**src/rtl/sprite_pkg.sv**
```systemverilog
// ============================================================================
// Module : sprite_pkg
// Brief  : Shared types and defaults for the sprite position scheduler.
// Rev    : 1.0  initial release
// ============================================================================
`default_nettype none

package sprite_pkg;

    localparam int COORD_W_DEF   = 11;
    localparam int N_SPRITES_DEF = 5;
    localparam int V_ACTIVE_DEF  = 480;

    typedef logic signed [COORD_W_DEF-1:0] coord_t;

    typedef struct packed {
        coord_t x;
        coord_t y;
    } sprite_pos_t;

    typedef enum logic [1:0] {
        IDLE   = 2'd0,
        ARMED  = 2'd1,
        COMMIT = 2'd2
    } sched_state_t;

endpackage

`default_nettype wire

```
**src/rtl/vblank_edge_det.sv**
```systemverilog
// ============================================================================
// Module : vblank_edge_det
// Brief  : Single-cycle pulse on the first line of vertical blank.
// Rev    : 1.0  initial release
// ============================================================================
`default_nettype none

module vblank_edge_det #(
    parameter int COORD_W  = 11,
    parameter int V_ACTIVE = 480
) (
    input  logic               clk,
    input  logic               rst,
    input  logic [COORD_W-1:0] pixely,
    output logic               vb_edge
);

    localparam logic [COORD_W-1:0] c_v_active = COORD_W'(V_ACTIVE);

    logic [COORD_W-1:0] r_pixely_q;

    always_ff @(posedge clk) begin
        if (rst) begin
            r_pixely_q <= '0;
        end else begin
            r_pixely_q <= pixely;
        end
    end

    // Holding pixely at V_ACTIVE produces only one pulse; leaving it re-arms.
    assign vb_edge = (pixely == c_v_active) && (r_pixely_q != c_v_active);

endmodule

`default_nettype wire

```
**src/rtl/sprite_pos_scheduler.sv**
```systemverilog
// ============================================================================
// Module : sprite_pos_scheduler
// Brief  : Shadow/live sprite position registers with tear-free vblank commit.
//          Option macro: SPRITE_AUTO_COMMIT_EN (commit on every vblank start).
// Rev    : 1.0  initial release
// ============================================================================
`default_nettype none

module sprite_pos_scheduler
    import sprite_pkg::*;
#(
    parameter int                N_SPRITES = N_SPRITES_DEF,
    parameter int                COORD_W   = COORD_W_DEF,
    parameter int                V_ACTIVE  = V_ACTIVE_DEF,
    parameter logic [COORD_W-1:0] HIDE_Y   = 11'd1023
) (
    input  logic                              clk,
    input  logic                              rst,
    input  logic                              wr_valid,
    output logic                              wr_ready,
    input  logic [$clog2(N_SPRITES)-1:0]      wr_idx,
    input  logic [COORD_W-1:0]                wr_x,
    input  logic [COORD_W-1:0]                wr_y,
    input  logic                              commit_req,
    input  logic [COORD_W-1:0]                pixely,
    output logic [N_SPRITES-1:0][COORD_W-1:0] pos_x,
    output logic [N_SPRITES-1:0][COORD_W-1:0] pos_y,
    output logic                              armed,
    output logic                              frame_done,
    output logic                              idx_err
);

    localparam int c_idx_w = $clog2(N_SPRITES);

    sched_state_t r_state;
    sched_state_t w_state_nxt;

    logic [N_SPRITES-1:0][COORD_W-1:0] r_shadow_x;
    logic [N_SPRITES-1:0][COORD_W-1:0] r_shadow_y;
    logic [N_SPRITES-1:0][COORD_W-1:0] r_live_x;
    logic [N_SPRITES-1:0][COORD_W-1:0] r_live_y;
    logic                              r_idx_err;

    logic w_vb_edge;
    logic w_wr_ready;
    logic w_wr_fire;
    logic w_idx_ok;

    vblank_edge_det #(
        .COORD_W  (COORD_W),
        .V_ACTIVE (V_ACTIVE)
    ) u_vblank_edge_det (
        .clk     (clk),
        .rst     (rst),
        .pixely  (pixely),
        .vb_edge (w_vb_edge)
    );

    assign w_wr_fire = wr_valid && w_wr_ready;
    assign w_idx_ok  = int'(wr_idx) < N_SPRITES;

    always_comb begin
        w_state_nxt = r_state;
        w_wr_ready  = 1'b0;
        case (r_state)
            IDLE: begin
`ifdef SPRITE_AUTO_COMMIT_EN
                // Stall writes in the vblank cycle so they land in the next frame.
                w_wr_ready = !w_vb_edge;
                if (w_vb_edge) begin
                    w_state_nxt = COMMIT;
                end
`else
                w_wr_ready = 1'b1;
                if (commit_req) begin
                    w_state_nxt = w_vb_edge ? COMMIT : ARMED;
                end
`endif
            end
            ARMED: begin
                if (w_vb_edge) begin
                    w_state_nxt = COMMIT;
                end
            end
            COMMIT: begin
                w_state_nxt = IDLE;
            end
            default: begin
                w_state_nxt = IDLE;
            end
        endcase
    end

    always_ff @(posedge clk) begin
        if (rst) begin
            r_state   <= IDLE;
            r_idx_err <= 1'b0;
            for (int i = 0; i < N_SPRITES; i++) begin
                r_shadow_x[i] <= '0;
                r_shadow_y[i] <= HIDE_Y;
                r_live_x[i]   <= '0;
                r_live_y[i]   <= HIDE_Y;
            end
        end else begin
            r_state <= w_state_nxt;
            if (w_wr_fire) begin
                if (w_idx_ok) begin
                    for (int i = 0; i < N_SPRITES; i++) begin
                        if (wr_idx == c_idx_w'(i)) begin
                            r_shadow_x[i] <= wr_x;
                            r_shadow_y[i] <= wr_y;
                        end
                    end
                end else begin
                    r_idx_err <= 1'b1;
                end
            end
            if (r_state == COMMIT) begin
                r_live_x <= r_shadow_x;
                r_live_y <= r_shadow_y;
            end
        end
    end

    assign wr_ready   = w_wr_ready;
    assign armed      = (r_state == ARMED);
    assign frame_done = (r_state == COMMIT);
    assign idx_err    = r_idx_err;
    assign pos_x      = r_live_x;
    assign pos_y      = r_live_y;

endmodule

`default_nettype wire

```
**config.mk**
```make
export PLATFORM = sky130hd
export DESIGN_NAME = sprite_pos_scheduler
export DESIGN_NICKNAME = d
export VERILOG_FILES = /design/src/rtl/sprite_pkg.sv /design/src/rtl/vblank_edge_det.sv /design/src/rtl/sprite_pos_scheduler.sv
export SDC_FILE = /design/constraint.sdc
export NUM_CORES = 1
export LEC_CHECK = 0
export BUFFER_PORTS_ARGS = -buffer_cell sky130_fd_sc_hd__buf_2
export CORE_ASPECT_RATIO = 0.75
export CORE_MARGIN = 8
export CORE_UTILIZATION = 35
export CTS_CLUSTER_DIAMETER = 30
export DETAILED_ROUTE_END_ITERATION = 16
export PLACE_DENSITY = 0.5
export SYNTH_ARGS = -nofsm -noshare
export SYNTH_HDL_FRONTEND = slang
export SYNTH_SLANG_ARGS = --single-unit
```
**constraint.sdc**
```tcl
create_clock -name clk -period 1.7 [get_ports clk]
set_input_delay 0.17 -clock clk [delete_from_list [all_inputs] [get_ports clk]]
set_output_delay 0.17 -clock clk [all_outputs]
set_load 0.1 [all_outputs]
```
Yosys cells after proc, flatten, opt, wreduce, memory -nomap -nowiden. Index checks and enable logic that the tools add are counted. Widths: inputs -> output; s select.

Flip-flop bits (word level): 234. Latch bits: 0. RAM bits: 0. ROM bits: 0. Output and inout port bits: 114. Logic and storage cells: 51. Memories: 0.

$add $sub $neg: 0. $mul: 0. Divide/modulo/power cells: 0. Magnitude comparators: 1. Equality and inequality tests: 10. Shift operators: 0. Muxes and demuxes: 5. Bitwise operators: 1. Reductions and logical operators: 11.

Operators with widths (count): $reduce_and 3->1 (5); $eq 11x9->1 const B (1); $ne 11x9->1 const B (1); $eq 3x2->1 const B (2); $mux 2 (3); $pmux 2 s2 (1); $reduce_and 2->1 (2); $eq 3x1->1 const B (1); $eq 3x3->1 const B (1); $logic_not 3->1 (1); $lt 3x3->1 const B (1); $eq 2x1->1 const B (1); $eq 2x2->1 const B (1); $logic_and 1x1->1 (2); $logic_not 2->1 (1); $ne 2x1->1 const B (1); $ne 2x2->1 const B (1); $mux 1 (1); $not 1->1 (1).

Depth between registers and ports, before layout. Gate-level depths: netlist of the first run.

Depth after elaboration: 5. Mapped depth: 6.

Modules after synthesis. A second synthesis of the first run with hierarchy kept.

Cells, all modules: 907. Area total of the unflattened synthesis: 8503.2 um^2.

Modules (own cells, without submodules): sprite_pos_scheduler (times used 1, cells each 875, area an instance 8140.3 um^2, sequential area each 4464.3 um^2); vblank_edge_det (times used 1, cells each 32, area an instance 362.8 um^2, sequential area each 220.2 um^2).

Worst setup path after synthesis of the first run. OpenSTA, ideal clock, no wires.

Kind: reg2reg. From: register r_state[1]. To: register r_shadow_y[44] (netlist name). Library setup time: 0.129 ns. Arrival: 2.530 ns. Required time: 1.571 ns. Setup slack: -0.959 ns. Stages on the path, launching flop included: 5. Buffers on the path: 1. Clock period less this slack: 2.659 ns. Cells stage by stage: dfxtp_1 nor2_1 nand4_1 buf_2 mux2i_1.

Word-level cells in the longest chain between the ends: 4.

RTL lines: start: declaration (line sprite_pos_scheduler.sv:35) `sched_state_t r_state;`; start signal: assignment (line sprite_pos_scheduler.sv:105) `r_state <= w_state_nxt;`; $logic_not 2->1 (line sprite_pos_scheduler.sv:65) `case (r_state)`; $mux 1 (line sprite_pos_scheduler.sv:65); via wr_ready (line sprite_pos_scheduler.sv:20) `output logic wr_ready,`; $logic_and 1x1->1 (line sprite_pos_scheduler.sv:59) `assign w_wr_fire = wr_valid && w_wr_ready;`; $reduce_and 3->1 (no source line); end signal: indexed assignment (line sprite_pos_scheduler.sv:111) `r_shadow_y[i] <= wr_y;`; end: declaration (line sprite_pos_scheduler.sv:39) `logic [N_SPRITES-1:0][COORD_W-1:0] r_shadow_y;`.

The timed path passes the listed nets, and every way through them passes these cells. A chain may end at the register's enable or synchronous reset.

Worst setup path in the final report of the first run.
From: register r_state[0]. To: output wr_ready.

Word-level cells in the longest chain between the ends: 2.

RTL lines (line): $logic_not 2->1 (sprite_pos_scheduler.sv:65); $mux 1 (sprite_pos_scheduler.sv:65); end: declaration (sprite_pos_scheduler.sv:20).

Every way passes these cells.

==> flow_summary.toml, run 1 <==
[run]
maxCapViolCount = 0

[logic_synthesis]
synthCells = 910
syn-cell-area_sq_um = 8523
yosys_register_bits = 234
synth-main-ff-cell = "dfxtp_1"
synth.yosys.seq_area_share_pct = 54.96
ys_warn_count = 0
syn-num-nets = 950
ys_async_sr_fraction_pct = 0
synth_edf_count = 0
yosysUniqueCellTypes = 30
avgSynthCellArea_sq_um = 9.366

[sta]
fmax_mhz = 617.2
rsz0062_at_grt = "no"
fin_crit_sh_pct = 95.31
setup_viol = 0
clock_skew_ns = 0.009869
min_period_ns = 1.620
worst_slew_pin_slew_ns = 0.5186
setup_slack_ns = 0.07965
hold_violations = 0
drv_slew = 0
max_slew_margin_pct = 65.66
final.setup.tns_ns = 0

[place]
hpwlAfterDp_mm = 15.85
pre_cts_ws_ns = 0.1586
routabilityCongestion = 0.7031
port_buffers = 153
postPlaceCellArea_sq_um = 9808

[setup_path]
cp_slowest_stage_delay_ns = 0.44
critPathLaunchType = "register"
crit_path_end_kind = "primary output"
path_cells = "nor2_4 -> buf_2"
arrival_ns = 1.45
worst-path-max-fanout = 6
worstPathRequired_ns = 1.53
crit_type = "register to primary output"
cpMaxStageDelayCell = "buf_2"

[global_routing]
grt_pass1_wl_mm = 37.46
grtUsageTotal_pct = 15.83
grt-busiest-layer = "met2"
grt_pass1_vias = 6696
grt_use_met3_pct = 3.952
antenna_found_initial = 0
grt_max_degree = 77
grt.met2_usage_pct = 22.91
groute.layer.met1.usage_pct = 22.73
grt_overflow = 0

[pwr]
power_density_nw_per_um2 = 1332
max-vdd-ir-drop_v = 0.0006911
p_leak_nw = 5.306

[clock_network]
clock-root-buffer = "clkbuf_16"
cts_made_buffers = 46
post-cts-setup-buffers = 0
cts.sinks = 234
clockBufferDepth = 3
cts.clk_slew.worst_paths_ns = 0.05
clock_latency_ns = 0.52
cts_tree = "done"
htree_levels = 2

[status]
status = "finished clean"

[cells_and_area]
fillers = 2326
drive_above_1_share_pct = 24.80
nets = 1135
antenna_cells = 0
area_growth_pct = 36.05
fin_area_sq_um = 11600
final_util_pct = 48.37

[die]
fp.dieW_microns = 196.2
io-pin-count = 154
die_area_sq_um = 29650
num_rows = 49
start_util_pct = 35.56
core_sq_um = 23970
die_h_microns = 151.1

[routing]
via_count = 6630
wl_per_cell_microns = 16.22
drt-initial-drc-count = 300
drc = 0
drtAntennaViolNets = 0
vias_per_cell = 4.529
wl_mm = 23.75
dr.pass1.iters = 4

[worst_hold_path]
min_path_type = "input pin to register"
[sequential cells by signal, summed over array words and instances, names as in the netlist]
signal	flops
pos_x	55
pos_y	55
u_vblank_edge_det.r_pixely_q	11
idx_err	1
r_state	2
r_shadow_y	55
r_shadow_x	55
[cell usage in the layout (no fill, tap or decap), drive strengths merged]
cell and count:
nand2b 73, clkinv 13, and3b 1, nor4 1
buf 188, nand2 221, bufinv 4, mux2i 110
dfxtp 234, nor2 63, and3 1, dlygate4sd3 13
nor4bb 1, nor3 1, and2 1, clkbuf 61
nor4b 1, nor2b 13, o21ai 1, or4 1
or3 1, o2111a 1, inv 6, a21oi 62
nand4b 1, nand3b 52, clkinvlp 4, nand4 3
nand3 1
[final timing paths]
| path | start | endpoint | slack (ns) | depth (start not counted) |
|---|---|---|---|---|
| worst min-delay path | wr_valid | idx_err | 0.03 | 3 |
| worst max register to register | r_state[1] | r_shadow_x[26] | 0.16 | 4 |
| worst max-delay path | r_state[0] | wr_ready | 0.08 | 2 |
| worst min register to register | idx_err | idx_err | 0.44 | 2 |
[per-stage QoR]
| stage | total power, mW | std cells | hold slack, ns |
|---|---|---|---|
| final | 15.45 | 1464 | 0.02629 |
| after global routing | 15.99 | 1464 | 0.03053 |
| after CTS | 15.65 | 1464 | 0.02039 |
| after detailed placement | 6.192 | 1365 | 0.3926 |
| after global placement | 6.194 | 1365 | 0.3999 |
| after floorplan | 5.984 | 910 | 0.2982 |
[report_power, final]
group	internal [mW]	total, mW	leakage [nW]	switching, mW
logic	0.221	0.516	2.60	0.295
clock network	6.35	9.34	0.811	3.00
registers	5.56	5.59	1.90	0.0303
total	12.1	15.4	5.31	3.32
[area by class of cell]
class,count,area (sq um),area share [%]
repair buffers,201,1270,10.95
inverters,2,12.51,0.1079
well taps,331,414.1,3.571
flip-flops and latches,234,4690,40.44
clock inverters,25,269.0,2.320
clock buffers,61,1383,11.92
multi-input cells,610,3558,30.69
[critical path: cells and delay by family, from the launching register on]
kind | cells | cell delay (ns)
flip-flops | 1 | 0.37
buffers and inverters | 1 | 0.44
AND/OR/NAND/NOR | 1 | 0.12
[kinds of logic (layout without fill, tap and decap cells)]
kind of cell           after synthesis  after routing  share of synthesized area, %
AO/OA/AOI/OAI                       64             64                         3.831
multiplexers                       110            110                         12.92
AND/OR/NAND/NOR                    436            436                         24.79
flip-flops                         234            234                         54.96
buffers and inverters               66            289                         3.494
[repair_timing]
item,4_1_cts,5_1_grt
endpoints found under the setup margin,2,0
hold endpoints to repair,17,0
hold buffers,13,0
resized for setup,2,0
[synthesized netlist by cell type, types with 2 or more instances]
cell      instances  area share (%)
buf_6             3            0.40
mux2i_1         110              13
buf_4             2            0.18
buf_2            16            0.94
nor2_1           63             2.8
a21oi_1          62             3.6
nand3b_1         51             4.5
dfxtp_1         234              55
nor2b_1          13            0.95
inv_1             2           0.088
clkbuf_1         42             1.8
nand2b_1         73             5.4
nand2_1         220             9.7
nand4_1           3            0.22
[per-layer routing]
layer | share of wire (%) | wire, microns
met5 | 0 | 0
met4 | 1.4 | 329
met3 | 5.5 | 1305
met2 | 41 | 9792
met1 | 52 | 12320
Note: power is estimated with default switching activity, not from simulation.
==> inputs of run 2 (changes only) <==
--- a/config.mk
+++ b/config.mk
@@ -5,13 +5,14 @@
 export SDC_FILE = /design/constraint.sdc
 export NUM_CORES = 1
 export LEC_CHECK = 0
-export BUFFER_PORTS_ARGS = -buffer_cell sky130_fd_sc_hd__buf_2
 export CORE_ASPECT_RATIO = 0.75
 export CORE_MARGIN = 8
 export CORE_UTILIZATION = 35
 export CTS_CLUSTER_DIAMETER = 30
 export DETAILED_ROUTE_END_ITERATION = 16
-export PLACE_DENSITY = 0.5
+export DONT_BUFFER_PORTS = 1
+export PLACE_DENSITY = 0.45
+export SKIP_LAST_GASP = 1
 export SYNTH_ARGS = -nofsm -noshare
 export SYNTH_HDL_FRONTEND = slang
 export SYNTH_SLANG_ARGS = --single-unit
==> constraint.sdc (replaced) <==
create_clock -name clk -period 2 [get_ports clk]
set_input_delay 0.2 -clock clk [delete_from_list [all_inputs] [get_ports clk]]
set_output_delay 0.2 -clock clk [all_outputs]
set_load 0.1 [all_outputs]
==> flow_summary.toml, run 2 (same netlist as run 1, synthesis figures left out) <==
[clock_network]
cts.clk_slew.worst_paths_ns = 0.05
cts_tree = "done"
cts.sinks = 234
cts_made_buffers = 45
clockBufferDepth = 3
clock_latency_ns = 0.52
clock-root-buffer = "clkbuf_16"
htree_levels = 2

[cells_and_area]
final_util_pct = 52.64
fillers = 2175
layout.cells.most_common = "dfxtp_1"
fin_area_sq_um = 12620
drive_above_1_share_pct = 17.80
antenna_cells = 0
layout_common_cells = "dfxtp_1, nand2_1, dlygate4sd3_1, buf_4, mux2i_1"
nets = 1198
area_growth_pct = 48.05

[worst_hold_path]
min_to = "r_shadow_y[20]"
hold_start = "wr_y[9]"
min_path_type = "input pin to register"
worstHoldPathCells = 2

[setup_path]
ff2ff_setup_slack_ns = 0.09
path_cells = "buf_4 -> nand2b_4 -> inv_4 -> buf_16 -> nand2_1 -> nand3b_1 -> dlygate4sd3_1"
crit_type = "register to register"
cp_slowest_stage_delay_ns = 0.55
worst-path-max-fanout = 38
arrival_ns = 2.38
worstPathRequired_ns = 2.46
r2r_cells = 7
crit_path_end_kind = "register"
critPathLaunchType = "register"
r2r_start = "r_state[0]"
cpMaxStageDelayCell = "dlygate4sd3_1"
r2r_end = "pos_y[3]"

[place]
pre_cts_ws_ns = 0.2451
routabilityCongestion = 0.7620
port_buffers = 0
postPlaceCellArea_sq_um = 9693
hpwlAfterDp_mm = 16.14

[routing]
dr.pass1.iters = 5
vias_per_cell = 4.687
via_count = 7134
wl_per_cell_microns = 16.98
drt-initial-drc-count = 347
drtAntennaViolNets = 0
drc = 0
wl_mm = 25.84

[global_routing]
grt_pass1_vias = 7419
grt_max_degree = 135
grtUsageTotal_pct = 17.06
antenna_found_initial = 0
grt_overflow = 0
grt_pass1_wl_mm = 40.08

[sta]
worst_slew_pin_slew_ns = 0.7156
max_slew_margin_pct = 52.12
drv_slew = 0
rsz0062_at_grt = "yes"
clock_skew_ns = 0.02000
min_period_ns = 1.914
setup_slack_ns = 0.08632
hold_violations = 0
setup_viol = 0
fin_crit_sh_pct = 95.68
fmax_mhz = 522.6

[die]
io-pin-count = 154
start_util_pct = 35.56
core_sq_um = 23970
die_area_sq_um = 29650
die_h_microns = 151.1
num_rows = 49
fp.dieW_microns = 196.2

[run]
maxCapViolCount = 0

[pwr]
max-vdd-ir-drop_v = 0.0005715
power_density_nw_per_um2 = 989.0
p_leak_nw = 5.560
total_power_mw = 12.48

[status]
status = "finished clean"
-- run 2: how the worst max path moves through the flow --
| stage | start | to | slack, ns | depth (start not counted) |
|---|---|---|---|---|
| final | r_state[0] | pos_y[3] | 0.09 | 7 |
| after CTS | r_state[0] | pos_x[39] | 0.01 | 7 |
| after global placement | r_state[1] | r_shadow_y[7] | 0.32 | 5 |
| after detailed placement | r_state[1] | r_shadow_y[28] | 0.25 | 4 |
| after floorplan | r_state[0] | armed | -0.04 | 1 |
| after global routing | r_state[1] | pos_y[19] | -0.02 | 7 |
-- run 2: stage by stage --
stage               hold WS, ns  cells  setup TNS (ns)
global placement         0.2922   1307               0
global route            0.02035   1522        -0.04670
detailed placement       0.2945   1307               0
floorplan                0.3282    910        -0.04156
CTS                    0.004836   1522               0
finish                 0.008833   1522               0
-- run 2: worst max-delay path, delay by kind of cell, from the launching register on --
family | cells | cell delay (ns)
AND/OR/NAND/NOR | 3 | 0.40
buffers and inverters | 4 | 1.09
flip-flops | 1 | 0.33
-- run 2: power breakdown --
group	internal [mW]	switching [mW]	total, mW
Sequential	4.73	0.0261	4.76
Clock	5.02	2.34	7.36
Combinational	0.163	0.201	0.364
-- run 2: cell type report --
cell class	instances	area, sq um	share of cell area [%]
sequential	234	4686	37.13
tap	331	414.1	3.282
multi-input combinational	610	3563	28.24
timing repair buffer	265	2437	19.32
clock inverter	18	205.2	1.626
inverter	2	10.01	0.07933
clock buffer	62	1303	10.32
-- run 2: per-layer routing --
layer / global-route usage, % / vias up / part of all wire [%]
met3: 6.550 / 32 / 7.8
li1: - / 3480 / -
met5: 0 / - / 0
met1: 21.10 / 3457 / 46
met2: 27.58 / 165 / 44
met4: 4.688 / 0 / 1.4
-- run 2: repair_timing --
action                                 CTS  global route
endpoints found under the hold margin  234             0
hold buffers                           135             0
gates resized for setup                  0            13
buffers inserted                         0             0
setup endpoints to repair                0            75
